==> src/rtl/stage_pkg.sv <==
// Shared definitions for the stage collision detector: wall bit indices,
// geometry entry layout/encodings and an entry constructor.
package stage_pkg;

  localparam int unsigned COORD_W = 16;
  localparam int unsigned IDX_W   = 4;

  // Bit positions inside the wall vector.
  localparam int unsigned WALL_UP    = 0;
  localparam int unsigned WALL_DOWN  = 1;
  localparam int unsigned WALL_RIGHT = 2;
  localparam int unsigned WALL_LEFT  = 3;
  localparam int unsigned WALL_PLAT  = 4;
  localparam int unsigned WALL_KO    = 5;

  localparam logic ENT_SOLID    = 1'b0;
  localparam logic ENT_PLATFORM = 1'b1;

  // 65-bit geometry entry; bounds are inclusive, y1 is the top edge.
  typedef struct packed {
    logic               typ;
    logic [COORD_W-1:0] x0;
    logic [COORD_W-1:0] x1;
    logic [COORD_W-1:0] y0;
    logic [COORD_W-1:0] y1;
  } entry_t;

  function automatic entry_t build_entry(input logic typ,
                                         input logic [COORD_W-1:0] x0,
                                         input logic [COORD_W-1:0] x1,
                                         input logic [COORD_W-1:0] y0,
                                         input logic [COORD_W-1:0] y1);
    entry_t e;
    e.typ = typ;
    e.x0  = x0;
    e.x1  = x1;
    e.y0  = y0;
    e.y1  = y1;
    return e;
  endfunction

endpackage

==> src/rtl/stage_geometry_rom.sv <==
// Combinational stage geometry table.
//   idx   in  entry index
//   entry out geometry entry for idx
// Unused slots hold an inverted box (x0>x1, y0>y1) that can never overlap,
// so scanning past the populated entries produces no flags.
module stage_geometry_rom
  import stage_pkg::*;
(
  input  logic [IDX_W-1:0] idx,
  output entry_t           entry
);

  always_comb begin
    entry = build_entry(ENT_SOLID, 16'hFFFF, 16'h0000, 16'hFFFF, 16'h0000);
    case (idx)
      4'd0: entry = build_entry(ENT_SOLID,    16'd40,  16'd279, 16'd0,   16'd39);
      4'd1: entry = build_entry(ENT_PLATFORM, 16'd80,  16'd139, 16'd96,  16'd100);
      4'd2: entry = build_entry(ENT_PLATFORM, 16'd180, 16'd239, 16'd96,  16'd100);
      4'd3: entry = build_entry(ENT_SOLID,    16'd140, 16'd179, 16'd160, 16'd179);
      default: ;
    endcase
  end

endmodule

==> src/rtl/stage_collision_detector.sv <==
// Per-player stage collision detector. Every PERIOD clocks it snapshots the
// player position, scans N_ENT geometry entries (one per clock) and commits
// the contact flags to wall atomically.
//   clock      in  system clock
//   reset      in  synchronous active-high reset
//   position   in  {x[31:16], y[15:0]} of the player's feet
//   drop_thru  in  suppresses platform contact (sampled at snapshot)
//   wall       out [0] up [1] down [2] right [3] left [4] platform [5] ko
//   scan_busy  out high while a scan is in progress
module stage_collision_detector
  import stage_pkg::*;
#(
  parameter int unsigned N_ENT   = 4,
  parameter int unsigned HB_W    = 16,
  parameter int unsigned HB_H    = 24,
  parameter int unsigned TOL     = 2,
  parameter int unsigned PERIOD  = 2048,
  parameter int unsigned BLAST_X = 320,
  parameter int unsigned BLAST_Y = 240
) (
  input  logic        clock,
  input  logic        reset,
  input  logic [31:0] position,
  input  logic        drop_thru,
  output logic [31:0] wall,
  output logic        scan_busy
);

  localparam int unsigned CNT_W = (PERIOD > 1) ? $clog2(PERIOD) : 1;
  localparam int unsigned EXT_W = COORD_W + 1;

  localparam logic [1:0] ST_IDLE   = 2'd0;
  localparam logic [1:0] ST_SCAN   = 2'd1;
  localparam logic [1:0] ST_COMMIT = 2'd2;

  logic [1:0]         state_q, state_d;
  logic [CNT_W-1:0]   cnt_q, cnt_d;
  logic [IDX_W-1:0]   idx_q, idx_d;
  logic [COORD_W-1:0] px_q, px_d, py_q, py_d;
  logic               dt_q, dt_d;
  logic [4:0]         acc_q, acc_d;
  logic [5:0]         wall_q, wall_d;
  logic               busy_q, busy_d;

  logic               tick;
  entry_t             ent;
  logic [4:0]         flags;

  stage_geometry_rom u_rom (
    .idx   (idx_q),
    .entry (ent)
  );

  assign tick      = (cnt_q == CNT_W'(PERIOD - 1));
  assign wall      = {26'd0, wall_q};
  assign scan_busy = busy_q;

  // Contact evaluation of the current entry; 17-bit operands avoid wrap.
  logic [EXT_W-1:0]        px_e, py_e, pr_e, ph_e;
  logic [EXT_W-1:0]        x0_e, x1_e, y0_e, y1_e;
  logic [EXT_W-1:0]        x0_lo, y0_lo, x1_hi, y1_hi;
  logic signed [EXT_W-1:0] x0_sub, y0_sub;
  logic                    xov, yov, on_top;

  always_comb begin
    px_e   = {1'b0, px_q};
    py_e   = {1'b0, py_q};
    pr_e   = px_e + EXT_W'(HB_W - 1);
    ph_e   = py_e + EXT_W'(HB_H - 1);
    x0_e   = {1'b0, ent.x0};
    x1_e   = {1'b0, ent.x1};
    y0_e   = {1'b0, ent.y0};
    y1_e   = {1'b0, ent.y1};
    x0_sub = $signed(x0_e) - $signed(EXT_W'(TOL));
    y0_sub = $signed(y0_e) - $signed(EXT_W'(TOL));
    x0_lo  = (x0_sub < 0) ? '0 : $unsigned(x0_sub);
    y0_lo  = (y0_sub < 0) ? '0 : $unsigned(y0_sub);
    x1_hi  = x1_e + EXT_W'(TOL);
    y1_hi  = y1_e + EXT_W'(TOL);
    xov    = (px_e <= x1_e) && (pr_e >= x0_e);
    yov    = (py_e <= y1_e) && (ph_e >= y0_e);
    on_top = xov && (y1_e <= py_e) && (py_e <= y1_hi);

    flags = '0;
    if (ent.typ == ENT_PLATFORM) begin
      flags[WALL_PLAT] = on_top && !dt_q;
    end else begin
      flags[WALL_DOWN]  = on_top;
      flags[WALL_UP]    = xov && (y0_lo <= ph_e) && (ph_e <= y0_e);
      flags[WALL_LEFT]  = yov && (x1_e <= px_e) && (px_e <= x1_hi);
      flags[WALL_RIGHT] = yov && (x0_lo <= pr_e) && (pr_e <= x0_e);
    end
  end

  // Next-state and datapath control.
  always_comb begin
    state_d = state_q;
    cnt_d   = tick ? '0 : cnt_q + CNT_W'(1);
    idx_d   = idx_q;
    px_d    = px_q;
    py_d    = py_q;
    dt_d    = dt_q;
    acc_d   = acc_q;
    wall_d  = wall_q;
    busy_d  = busy_q;

    case (state_q)
      ST_IDLE: begin
        if (tick) begin
          px_d    = position[31:16];
          py_d    = position[15:0];
          dt_d    = drop_thru;
          acc_d   = '0;
          idx_d   = '0;
          busy_d  = 1'b1;
          state_d = ST_SCAN;
        end
      end
      ST_SCAN: begin
        acc_d = acc_q | flags;
        idx_d = idx_q + IDX_W'(1);
        if (idx_q == IDX_W'(N_ENT - 1)) begin
          state_d = ST_COMMIT;
        end
      end
      ST_COMMIT: begin
        wall_d  = {({1'b0, px_q} >= EXT_W'(BLAST_X)) ||
                   ({1'b0, py_q} >= EXT_W'(BLAST_Y)), acc_q};
        busy_d  = 1'b0;
        state_d = ST_IDLE;
      end
      default: begin
        state_d = ST_IDLE;
        busy_d  = 1'b0;
      end
    endcase
  end

  always_ff @(posedge clock) begin
    if (reset) begin
      state_q <= ST_IDLE;
      cnt_q   <= '0;
      idx_q   <= '0;
      px_q    <= '0;
      py_q    <= '0;
      dt_q    <= 1'b0;
      acc_q   <= '0;
      wall_q  <= '0;
      busy_q  <= 1'b0;
    end else begin
      state_q <= state_d;
      cnt_q   <= cnt_d;
      idx_q   <= idx_d;
      px_q    <= px_d;
      py_q    <= py_d;
      dt_q    <= dt_d;
      acc_q   <= acc_d;
      wall_q  <= wall_d;
      busy_q  <= busy_d;
    end
  end

endmodule

==> config.mk <==
export PLATFORM = sky130hd
export DESIGN_NAME = stage_collision_detector
export DESIGN_NICKNAME = d
export VERILOG_FILES = /design/src/rtl/stage_pkg.sv /design/src/rtl/stage_geometry_rom.sv /design/src/rtl/stage_collision_detector.sv
export SDC_FILE = /design/constraint.sdc
export NUM_CORES = 1
export LEC_CHECK = 0
export CORE_MARGIN = 2
export CORE_UTILIZATION = 30
export DETAILED_ROUTE_END_ITERATION = 12
export GPL_ROUTABILITY_DRIVEN = 0
export GPL_TIMING_DRIVEN = 0
export PLACE_DENSITY = 0.54
export SLEW_MARGIN = 40
export SYNTH_ARGS = -nofsm -noshare
export SYNTH_HDL_FRONTEND = slang
export SYNTH_SLANG_ARGS = --single-unit
==> constraint.sdc <==
create_clock -name clock -period 5.4 [get_ports clock]
set_input_delay 1.08 -clock clock [delete_from_list [all_inputs] [get_ports clock]]
set_output_delay 1.08 -clock clock [all_outputs]
set_load 0.05 [all_outputs]
After elaboration in Yosys (flattened, before gate mapping)
Cells that the tools add are included.
{ "op_classes": {"n_shift": 0, "mux": 14, "n_addsub": 8, "div": 0, "bitwise_logic": 2, "reduce_logical": 21, "magnitude_cmp": 16, "n_eq_ne": 8, "n_mul": 0} }
{ "ops": {"columns": ["op", "count"], "rows": [
  ["case mux 65 bit (4 select lines)", 1],
  ["less-or-equal comparator 16 bit", 4],
  ["adder 16 x 2 -> 17 bit, second input constant", 2],
  [">= comparator 17 x 16 -> 1 bit", 2],
  ["less-or-equal comparator 16 x 17 -> 1 bit", 2],
  ["less-or-equal comparator 17 x 16 -> 1 bit", 2],
  ["less-or-equal comparator 17 bit", 2],
  ["less-than comparator 17 x 1 -> 1 bit, second input constant", 2],
  ["2-to-1 mux 17 bit", 2],
  ["subtractor 16 x 2 -> 17 bit, second input constant", 2],
  ["adder 16 x 4 -> 17 bit, second input constant", 1],
  ["adder 16 x 5 -> 17 bit, second input constant", 1],
  [">= comparator 16 x 8 -> 1 bit, second input constant", 1],
  [">= comparator 16 x 9 -> 1 bit, second input constant", 1],
  ["adder 11 x 1 -> 11 bit, second input constant", 1],
  ["equality test 11 bit, second input constant", 1],
  ["logical AND 1 bit", 11],
  ["case mux 5 bit (2 select lines)", 1],
  ["equality test 4 x 2 -> 1 bit, second input constant", 2],
  ["2-to-1 mux 4 bit", 2],
  ["case mux 4 bit (2 select lines)", 1],
  ["AND reduction 2 bit", 4],
  ["2-to-1 mux 5 bit", 1],
  ["bitwise OR 5 bit", 1],
  ["other kinds (16)", 19]
]} }
{ "totals": {"output_inout_bits": 33, "ram_bits": 0, "in_bits": 35, "latchBits": 0, "romBits": 0, "memories": 0, "regBits": 62} }

Depth between registers and ports, before layout
Gate-level depths: netlist (run 1).
{ "logic_depth": {"word_depth": 11, "depth_mapped": 20} }

Hierarchy
A second synthesis (run 1) with hierarchy kept.
{ "hier_totals": {"cells_unflattened": 1059, "area_unflattened_um2": 7756.2} }
{ "modules_own_cells": {"columns": ["mod", "cells_per_inst", "n_inst", "area_per_inst_um2"], "rows": [
  ["stage_collision_detector", 986, 1, 7260.7],
  ["stage_geometry_rom", 73, 1, 495.5]
]} }

Least setup slack after synthesis (run 1)
No wires, ideal clock.
{ "synth_timing": {"path_kind": "reg2reg", "startpoint": "reg idx_q[1]", "endpoint": "reg acc_q[0]", "period_less_slack_ns": 3.984, "path_stages_with_launch": 17, "slack_ns": 1.416, "setup_ns": 0.087, "path_buffers": 3, "arrival_ns": 3.897, "path_cell_list": "dfxtp_1 -> inv_1 -> ha_1 -> buf_2 -> nor4_2 -> nor2_2 -> clkbuf_1 -> buf_1 -> ha_1 -> nand2_1 -> o21ai_1 -> o21a_1 -> or4_1 -> a221o_1 -> a311oi_1 -> a211oi_1 -> o31ai_1"} }
{ "synth_between": {"elab_chain_cells": 11, "word_cells_on_any_way": 18} }
{ "synth_rtl": {"columns": ["item", "line", "text"], "rows": [
  ["start, declared", "stage_collision_detector.sv:38", "logic [IDX_W-1:0] idx_q, idx_d;"],
  ["start signal, assigned", "stage_collision_detector.sv:153", "idx_q <= idx_d;"],
  ["equality test 4 x 2 -> 1 bit (tied with other cells)", "stage_geometry_rom.sv:15", "case (idx)"],
  ["case mux 65 bit (4 select lines) *", "stage_geometry_rom.sv:15", null],
  ["subtractor 16 x 2 -> 17 bit", "stage_collision_detector.sv:75", "y0_sub = $signed(y0_e) - $signed(EXT_W'(TOL));"],
  ["less-than comparator 17 x 1 -> 1 bit", "stage_collision_detector.sv:77", "y0_lo = (y0_sub < 0) ? '0 : $unsigned(y0_sub);"],
  ["2-to-1 mux 17 bit", "stage_collision_detector.sv:77", null],
  ["less-or-equal comparator 17 bit", "stage_collision_detector.sv:89", "flags[WALL_UP] = xov && (y0_lo <= ph_e) && (ph_e <= y0_e);"],
  ["logical AND 1 bit (2 in a row)", "stage_collision_detector.sv:89", null],
  ["2-to-1 mux 4 bit *", "stage_collision_detector.sv:85", "if (ent.typ == ENT_PLATFORM) begin"],
  ["bitwise OR 5 bit *", "stage_collision_detector.sv:120", "acc_d = acc_q | flags;"],
  ["case mux 5 bit (2 select lines) *", "stage_collision_detector.sv:107", "case (state_q)"],
  ["end signal, assigned", "stage_collision_detector.sv:147", "acc_q <= '0;"],
  ["end signal, assigned", "stage_collision_detector.sv:157", "acc_q <= acc_d;"],
  ["end, declared", "stage_collision_detector.sv:41", "logic [4:0] acc_q, acc_d;"]
]} }
Mark *: on every way between the ends. The rest lies on a longest branch, timed or not.
A chain may end at the register's enable or synchronous reset.

Worst setup path in the final report (run 1)
Same ends and word-level chain as after synthesis.

==> results.toml, run 1 <==
[outcome]
status = "finished clean"

[yosys]
synth_edf_count = 0
postSynthCellCount = 852
syn_area_um2 = 6230
yosys_warnings = 0
ys_seq_area_share_pct = 19.9
synth_ff_type = "dfxtp_1"
ys_ff_latch = 62
yosysUniqueCellTypes = 71
synth_async_sr_flop_share_pct = 0
avgSynthCellArea_um2 = 7.31

[global_routing]
grt-ovfl-total = 0
grt_usage_pct = 16.3
grt_pass1_wl_mm = 28.6
first_global_vias = 5603
grt_max_degree = 19
grt_antenna_before_repair = 0

[setup_path]
critPathCaptureType = "register"
worst_r2r_path_depth = 16
crit_start = "idx_q[1]$_SDFFE_PP0P_"
cp.arrival_ns = 5.15
cp_max_fo = 18
path_class = "reg -> reg"
critPathLaunchType = "register"
worstPathRequired_ns = 5.65
r2r-start = "idx_q[1]$_SDFFE_PP0P_"

[clock_tree]
path_clk_slew_ns = 0.06
postCtsSetupBuffers = 0
htreeDepth = 3
post_cts_resized = 0
clockBufferDepth = 2
tritoncts = "done"
numCtsBuffers = 9
cts_hold_buf = 0
clkSinkCount = 62
clock_tree.root_cell = "clkbuf_16"
clkLatencyLatePin_ns = 0.34

[power]
peakVddDrop_mv = 0.126
p_per_area_nw_per_um2 = 158
power.total_mw = 1.17
cellLeakagePower_nw = 3.16

[timing]
finClkSkew_ns = 0.00923
setup_viol = 0
hold_slack_ns = 0.452
rsz0062_at_grt = "no"
hold_violations = 0
final.setup.tns_ns = 0
period_share_pct = 90.7
fmax_mhz = 204
worstMarginPinSlew_ns = 0.738
slew-limit-headroom_pct = 50.8
fin_crit_ns = 4.90
slew_violations = 0

[drt]
wl_per_cell_um = 14.6
viasPerCell = 4.92
wl_mm = 17.6
drt_pass1_iterations = 4
drt_iter0_drc = 217
drc = 0
vias = 5922
drtAntennaViolNets = 0

[placement]
io_buffers = 40
hpwlAfterDp_mm = 14.1

[min_path]
hold_path_class = "reg -> reg"
hp-start = "acc_q[4]$_SDFFE_PP0P_"
min_path_cells = 2

[finish]
final_cell_mix = "137 x nand2_1, 98 x ha_1, 80 x inv_1, 70 x a21oi_1, 62 x dfxtp_1"
area_growth_pct = 18.5
n_antenna_cell = 0
final_nets = 1061
layout_commonest_cell = "nand2_1"
drive_gt1_share_pct = 7.07
fillers = 2211
utilization_pct = 36.4

[die]
num_rows = 52
num_io_pins = 68
die-area_um2 = 21900
die_x_um = 148
core_um2 = 20300
fp.dieH_um = 148
start_util_pct = 30.7

[job]
cap_violations = 0
## critical path, stage by stage (launching register included)
cell and delay, ns:
dfxtp_1 0.40, inv_1 0.09, ha_1 0.17, buf_2 0.18, nor4_2 0.58, nor2_2 0.24
clkbuf_1 0.40, buf_2 0.39, ha_1 0.40, nand2_1 0.11, o21ai_1 0.06, o21a_1 0.16
or4_1 0.48, a221o_1 0.38, a311oi_1 0.33, a211oi_1 0.14, o31ai_1 0.27
## power by group
part,internal [mW],switching (mW)
Clock,0.363,0.244
Combinational,0.0395,0.0586
Sequential,0.459,0.00183
## layer usage
layer | up-vias | track usage, % | routed length (um)
met3 | 26 | 2.06 | 657
met4 | 0 | 5.00 | 359
li1 | 3072 | - | -
met2 | 105 | 26.3 | 7810
met1 | 2719 | 22.8 | 8760
met5 | - | 0 | 0
## per-stage QoR
step | instances | cell area (um^2) | setup WS (ns)
3_3_place_gp | 1187 | 7060 | 0.239
4_1_cts | 1203 | 7380 | 0.524
6_report | 1203 | 7380 | 0.500
5_1_grt | 1203 | 7380 | 0.170
2_1_floorplan | 877 | 6320 | 1.42
3_5_place_dp | 1187 | 7070 | 0.561
## cells in the mapped netlist, types with 17 or more instances
cell type,instances,share of area [%]
clkbuf_1,24,1.4
a21o_1,17,2.0
nand3_1,29,2.3
buf_4,26,3.1
nand2_1,137,8.3
dfxtp_1,62,20
o21ai_0,23,1.8
nor2_1,52,3.1
a21oi_1,70,5.6
xnor2_1,25,3.5
ha_1,98,20
inv_1,80,4.8
## area by class of cell
cell class	count	area [um^2]	share of cell area, %
Timing Repair Buffer	40	400	5.42
Tap cell	270	338	4.58
Clock buffer	9	225	3.05
Clock inverter	7	81.3	1.10
Buffer	63	354	4.80
Sequential cell	62	1240	16.8
Multi-Input combinational cell	670	4430	60.0
Inverter	82	309	4.19
## cell families after synthesis
group           share of synthesized area, %
flops                                   19.9
compound gates                          18.2
other cells                            0.121
simple gates                            25.1
mux                                    0.482
fa+ha+maj                               19.8
xor+xnor                                5.70
buf+inv                                 10.6
## flip-flops by register name, indices dropped and copies added (netlist names)
| signal | cells |
|---|---|
| acc_q | 5 |
| scan_busy | 1 |
| state_q | 2 |
| cnt_q | 11 |
| dt_q | 1 |
| idx_q | 4 |
| wall_q | 6 |
| px_q | 16 |
| py_q | 16 |
## worst paths after layout
kind | endpoint | slack (ns)
max | acc_q[0]$_SDFFE_PP0P_ | 0.50
min | acc_q[4]$_SDFFE_PP0P_ | 0.45
max reg2reg | acc_q[0]$_SDFFE_PP0P_ | 0.50
min reg2reg | acc_q[4]$_SDFFE_PP0P_ | 0.45
(Power assumes the default switching activity.)
==> run 2: changes to the inputs <==
Settings changed: CTS_BUF_LIST set to sky130_fd_sc_hd__clkbuf_4 sky130_fd_sc_hd__clkbuf_8 sky130_fd_sc_hd__clkbuf_16.
==> results of run 2 <==
The final DEF is identical to that of run 1; final timing and power are the same.
==> run 3: changes to the inputs <==
Settings changed: GPL_ROUTABILITY_DRIVEN 0 to unset, PLACE_DENSITY 0.54 to 0.49, SKIP_CTS_REPAIR_TIMING set to 1.
==> run 3 against run 2 <==
Final cell count is the same. Critical endpoint is now acc_q[2]$_SDFFE_PP0P_. Critical path type unchanged. Wire length grew 3.3%. Largest cell class unchanged. Sequential cell count is the same.
==> results.toml, run 3 (synthesis results as in run 1) <==
[die]
start_util_pct = 30.7
core_um2 = 20300
die_x_um = 148
num_io_pins = 68
fp.dieH_um = 148
num_rows = 52
die-area_um2 = 21900

[timing]
rsz0062_at_grt = "no"
finClkSkew_ns = 0.00294
hold_violations = 0
setup_viol = 0
period_share_pct = 90.3
hold_slack_ns = 0.450
final.setup.tns_ns = 0
fin_crit_ns = 4.88
fmax_mhz = 205
slew-limit-headroom_pct = 41.5
worstMarginPinSlew_ns = 0.868
final.setup.worst_slack_ns = 0.524
slew_violations = 0

[placement]
placed_area_um2 = 7070
hpwlAfterDp_mm = 14.6
place_congestion = 0.857
dp_slack_ns = 0.578
io_buffers = 40
place_inst = 1187

[clock_tree]
tritoncts = "done"
clock_tree.root_cell = "clkbuf_16"
htreeDepth = 3
clkSinkCount = 62
path_clk_slew_ns = 0.06
numCtsBuffers = 9
clkLatencyLatePin_ns = 0.34
clockBufferDepth = 2

[drt]
drt_iter0_drc = 315
vias = 5881
drt_pass1_iterations = 4
wl_per_cell_um = 15.1
viasPerCell = 4.89
drc = 0
met2_length_mm = 7.76
top_layer = "met4"
wl_mm = 18.2
wl_met1_mm = 9.27
wl_met3_um = 704
drtAntennaViolNets = 0

[global_routing]
grt_antenna_before_repair = 0
grt_usage_pct = 16.8
grt_pass1_wl_mm = 29.4
grt-ovfl-total = 0
first_global_vias = 5593
grt_max_degree = 19

[setup_path]
critPathCaptureType = "register"
critPathLaunchType = "register"
r2r_slack_ns = 0.52
cp_max_fo = 18
rr_endpoint = "acc_q[2]$_SDFFE_PP0P_"
worstPathRequired_ns = 5.62
crit_start = "idx_q[1]$_SDFFE_PP0P_"
crit_end = "acc_q[2]$_SDFFE_PP0P_"
worst_r2r_path_depth = 16
path_class = "reg -> reg"
cp.arrival_ns = 5.10
r2r-start = "idx_q[1]$_SDFFE_PP0P_"

[job]
cap_violations = 0

[finish]
layout_commonest_cell = "nand2_1"
n_antenna_cell = 0
utilization_pct = 36.7
fillers = 2238
final_cell_mix = "137 x nand2_1, 98 x ha_1, 80 x inv_1, 70 x a21oi_1, 62 x dfxtp_1"
final_cells = 1203
design_area_um2 = 7440
area_growth_pct = 19.5
drive_gt1_share_pct = 7.07
largestRegisters = "px_q (16), py_q (16), cnt_q (11)"
final_nets = 1061

[power]
cellLeakagePower_nw = 3.19
p_per_area_nw_per_um2 = 174
peakVddDrop_mv = 0.151
power.total_mw = 1.30

[outcome]
status = "finished clean"

[min_path]
hold_path_class = "reg -> reg"
## run 3: critical path, cell delays in order, from the launching register on
cell and delay (ns):
dfxtp_1 0.40, inv_1 0.08, ha_1 0.17, buf_2 0.18, nor4_2 0.60, nor2_2 0.26
clkbuf_1 0.41, buf_2 0.39, ha_1 0.40, nand2_1 0.10, o21ai_1 0.06, o21a_1 0.17
or4_1 0.48, a221o_1 0.37, a311oi_1 0.31, a211o_1 0.26, o31ai_2 0.09
## run 3: power breakdown
group          internal, mW  switching (mW)
Sequential            0.459         0.00167
Clock                 0.500           0.240
Combinational        0.0395          0.0583
Total                 0.999           0.300
## run 3: how the worst min path moves through the flow
stage / start / to / slack (ns) / cells after the start
CTS: dt_q$_SDFFE_PP0P_ / dt_q$_SDFFE_PP0P_ / 0.45 / 2
global placement: acc_q[4]$_SDFFE_PP0P_ / acc_q[4]$_SDFFE_PP0P_ / 0.44 / 2
finish: dt_q$_SDFFE_PP0P_ / dt_q$_SDFFE_PP0P_ / 0.45 / 2
global route: wall_q[4]$_SDFFE_PP0N_ / wall_q[4]$_SDFFE_PP0N_ / 0.48 / 2
detailed placement: acc_q[1]$_SDFFE_PP0P_ / acc_q[1]$_SDFFE_PP0P_ / 0.44 / 2
floorplan: acc_q[0]$_SDFFE_PP0P_ / acc_q[0]$_SDFFE_PP0P_ / 0.42 / 2
## run 3: layout make-up
class	count	area [um^2]	area share [%]
Sequential cell	62	1240	16.7
Multi-Input combinational cell	670	4430	59.5
Timing Repair Buffer	40	400	5.38
Tap cell	270	338	4.54
Buffer	63	354	4.76
Inverter	82	309	4.15
Clock inverter	7	145	1.95
Clock buffer	9	225	3.03
## run 3: routing by layer
metal / GRT usage, % / vias up
met1: 24.1 / 2671
met2: 26.3 / 122
met4: 5.95 / 0
li1: - / 3062
met3: 1.50 / 26
met5: 0 / -
==> RTL edit, RTL diff (flow settings as in run 2) <==
Make the reset (`reset`) asynchronous in one clocked block. Comments in the files are not updated.
--- a/src/rtl/stage_collision_detector.sv
+++ b/src/rtl/stage_collision_detector.sv
@@ -136,7 +136,7 @@
     endcase
   end
 
-  always_ff @(posedge clock) begin
+  always_ff @(posedge clock or posedge reset) begin
     if (reset) begin
       state_q <= ST_IDLE;
       cnt_q   <= '0;
Formal check against the unedited RTL: no difference found for any inputs over 10 cycles, from zero or initial values and one cycle with reset high; that may be too few to reach the edited logic, so the function may still have changed.
==> RTL edit against run 2 <==
  * Wire length shrank 3.4%
  * Count of clock-buffer cells in the layout stayed put
  * Critical endpoint is now acc_q[2]
  * Area after synthesis grew 3.1%
  * Sequential cell count stayed put
  * Sequential share of layout area increased by 3.5 points
  * Die area increased by 3.0%
  * Cell count shrank 7.9%
  * Cell area grew 3.6%
  * Fmax grew 7.6%
  * Setup slack gained 0.35 ns
Power is not compared: it rests on default switching activity, and its combinational part moved more than twofold at a synthesized area within 25%.
==> RTL edit: results (changes against run 2) <==
route:
  highest_routed_metal_layer: "met4"
  routed_wl_um: 16990  # -3.4%
  detailedRoute.firstIterationViolations: 265  # +22%
  detailedRoute.firstPassIterationCount: 5  # +1
  drt-met1-wl_um: 8259  # -5.8%
  met2_wirelength_um: 7752  # -0.72%
  wl_met3_um: 684  # +4.1%
  drt-vias-per-instance: 5.009  # +1.8%
critical_path:
  worst_path_dominant_cell_family: "simple AND/OR/NAND/NOR gates"
  slowest_cell_on_the_critical_path: "dfrtp_1"
  worst_ep_arrival_time_ns: 4.83  # -0.32 ns
  crit_fanout: 7  # -11
  critical-path-max-stage-delay_ns: 0.43  # -0.15 ns
clocking:
  clkTransAtPathRegs_ns: 0.06  # about the same
  cts_setup_buffers: 0  # unchanged
  post_cts.resized_instances: 0  # unchanged
  cts.htree.levels: 3  # unchanged
  clock_tree.buffer_depth: 2  # unchanged
  cts_root_buffer: "clkbuf_16"
  worstSkewPairLatency_ns: 0.34  # about the same
  cts_made_buffers: 9  # unchanged
layout:
  finish.net_count: 962  # -9.3%
  layout-area-overhead-vs-synth_pct: 19.13
  post_route_cells_drive_above_1_share_pct: 12.24  # +5.2 points
  nFillCells: 2183  # -1.3%
  largestRegisters: "px_q: 16 flops, py_q: 16 flops, cnt_q: 11 flops"
  number_of_antenna_repair_diodes: 0  # unchanged
placed_design:
  detailed_placement_wirelength_estimate_um: 13580  # -3.6%
  port_buffers: 41  # +2.5%
  placedInstanceArea_um2: 7297  # +3.1%
grt:
  first_pass_grt_wire_length_um: 27770  # -3.0%
  antenna_found_initial: 0  # unchanged
  grt_start_max_net_pins: 44  # +25
  grt.total_usage_pct: 15.63  # -0.68 points
  first_global_vias: 5268  # -6.0%
  grt.met2_usage_pct: 24.98  # -1.3 points
  grt.met1_usage_pct: 21.97  # -0.80 points
  fraction_of_met3_tracks_used_by_global_routing_pct: 1.727  # -0.33 points
run_status:
  run_status: "complete, no violations"
sta:
  timing_worst_slew_pin_value_ns: 0.7460  # +0.007994 ns
  clock_skew_ns: 0.008277  # -0.0009554 ns
synth:
  synth.cells.most_frequent: "99 x ha_1, 76 x inv_1, 62 x dfrtp_1"
  synth_warnings: 0  # unchanged
  synthDistinctLibCells: 66  # -7.0%
  async_flop_share_pct: 100.0  # +100 points
  synth.top_cells.by_area: "dfrtp_1 24%, ha_1 19%, mux2_2 6.8%"
  synth-main-ff-cell: "dfrtp_1"
  seq_area_frac_synth_pct: 24.16  # +4.2 points
power:
  worst_ir_drop_vdd_mv: 0.1759
  total_leakage_power_nw: 3.712
  power.net_switching_mw: 0.4218
hold_path:
  worst_hold_path_type: "flop to flop"
RTL edit: cell types whose count changed after synthesis, sizes merged, moves of 10 or more:
cell,before,now
nand2,137,53
dfrtp,0,62
dfxtp,62,0
a21oi,71,28
mux2,0,39
nor2,53,37
o21ai,27,37
RTL edit: layout make-up:
cell class / count / area, µm² / area share, %
plain buffers: 51 / 302.8 / 3.958
clock buffers: 9 / 225.2 / 2.944
clock inverters: 7 / 127.6 / 1.668
inverters: 77 / 291.5 / 3.811
multi-input cells: 585 / 4377 / 57.21
flip-flops and latches: 62 / 1551 / 20.28
well taps: 275 / 344.1 / 4.498
repair buffers: 42 / 430.4 / 5.626
RTL edit: cells by family after synthesis:
kind of cell | after synthesis | share of synthesized area [%]
AO/OA/AOI/OAI | 147 | 15.51
multiplexers | 45 | 7.775
adder cells (fa/ha/maj) | 99 | 19.29
AND/OR/NAND/NOR | 229 | 18.55
XOR/XNOR | 38 | 5.397
buffers and inverters | 128 | 9.197
flip-flops | 62 | 24.16
other | 2 | 0.1170
RTL edit: power by group through the flow:
stage | clock [mW] | sequential, mW | combinational, mW
after floorplan | 0 | 0.498 | 0.213
after global placement | 0 | 0.505 | 0.281
after detailed placement | 0 | 0.505 | 0.285
after CTS | 0.707 | 0.497 | 0.286
after global routing | 0.731 | 0.499 | 0.320
final | 0.696 | 0.497 | 0.286
RTL edit: worst register-to-register path, cell delays in order (launching register included):
cell,delay [ns]
dfrtp_1,0.43
ha_1,0.32
nand2_1,0.37
inv_1,0.28
nor2_1,0.41
inv_1,0.14
nor2_1,0.40
ha_1,0.29
nand2_1,0.06
o21ai_0,0.23
ha_1,0.29
a21o_1,0.19
a21o_1,0.17
a21oi_1,0.14
nor3_1,0.06
nor4_1,0.18
a31oi_1,0.17
a21oi_1,0.21
a22o_1,0.16
RTL edit: per-stage QoR:
stage               power [mW]  hold WS [ns]  instances  setup slack [ns]
finish                   1.479        0.4606       1108            0.8460
global route             1.550        0.4815       1108            0.5573
CTS                      1.490        0.4635       1108            0.8663
detailed placement      0.7897        0.4547       1092            0.9240
global placement        0.7862        0.4469       1091            0.8479
floorplan               0.7110        0.4251        775             1.764
RTL edit: final timing paths:
| kind | start | endpoint | slack, ns | depth (start not counted) |
|---|---|---|---|---|
| worst max-delay path | idx_q[0] | acc_q[2] | 0.85 | 18 |
| worst min-delay path | cnt_q[0] | cnt_q[0] | 0.46 | 1 |
| worst max register to register | idx_q[0] | acc_q[2] | 0.85 | 18 |
| worst min register to register | cnt_q[0] | cnt_q[0] | 0.46 | 1 |
| max in group asynchronous | reset | px_q[7] | 3.83 | 3 |
| min in group asynchronous | reset | py_q[11] | 1.05 | 2 |
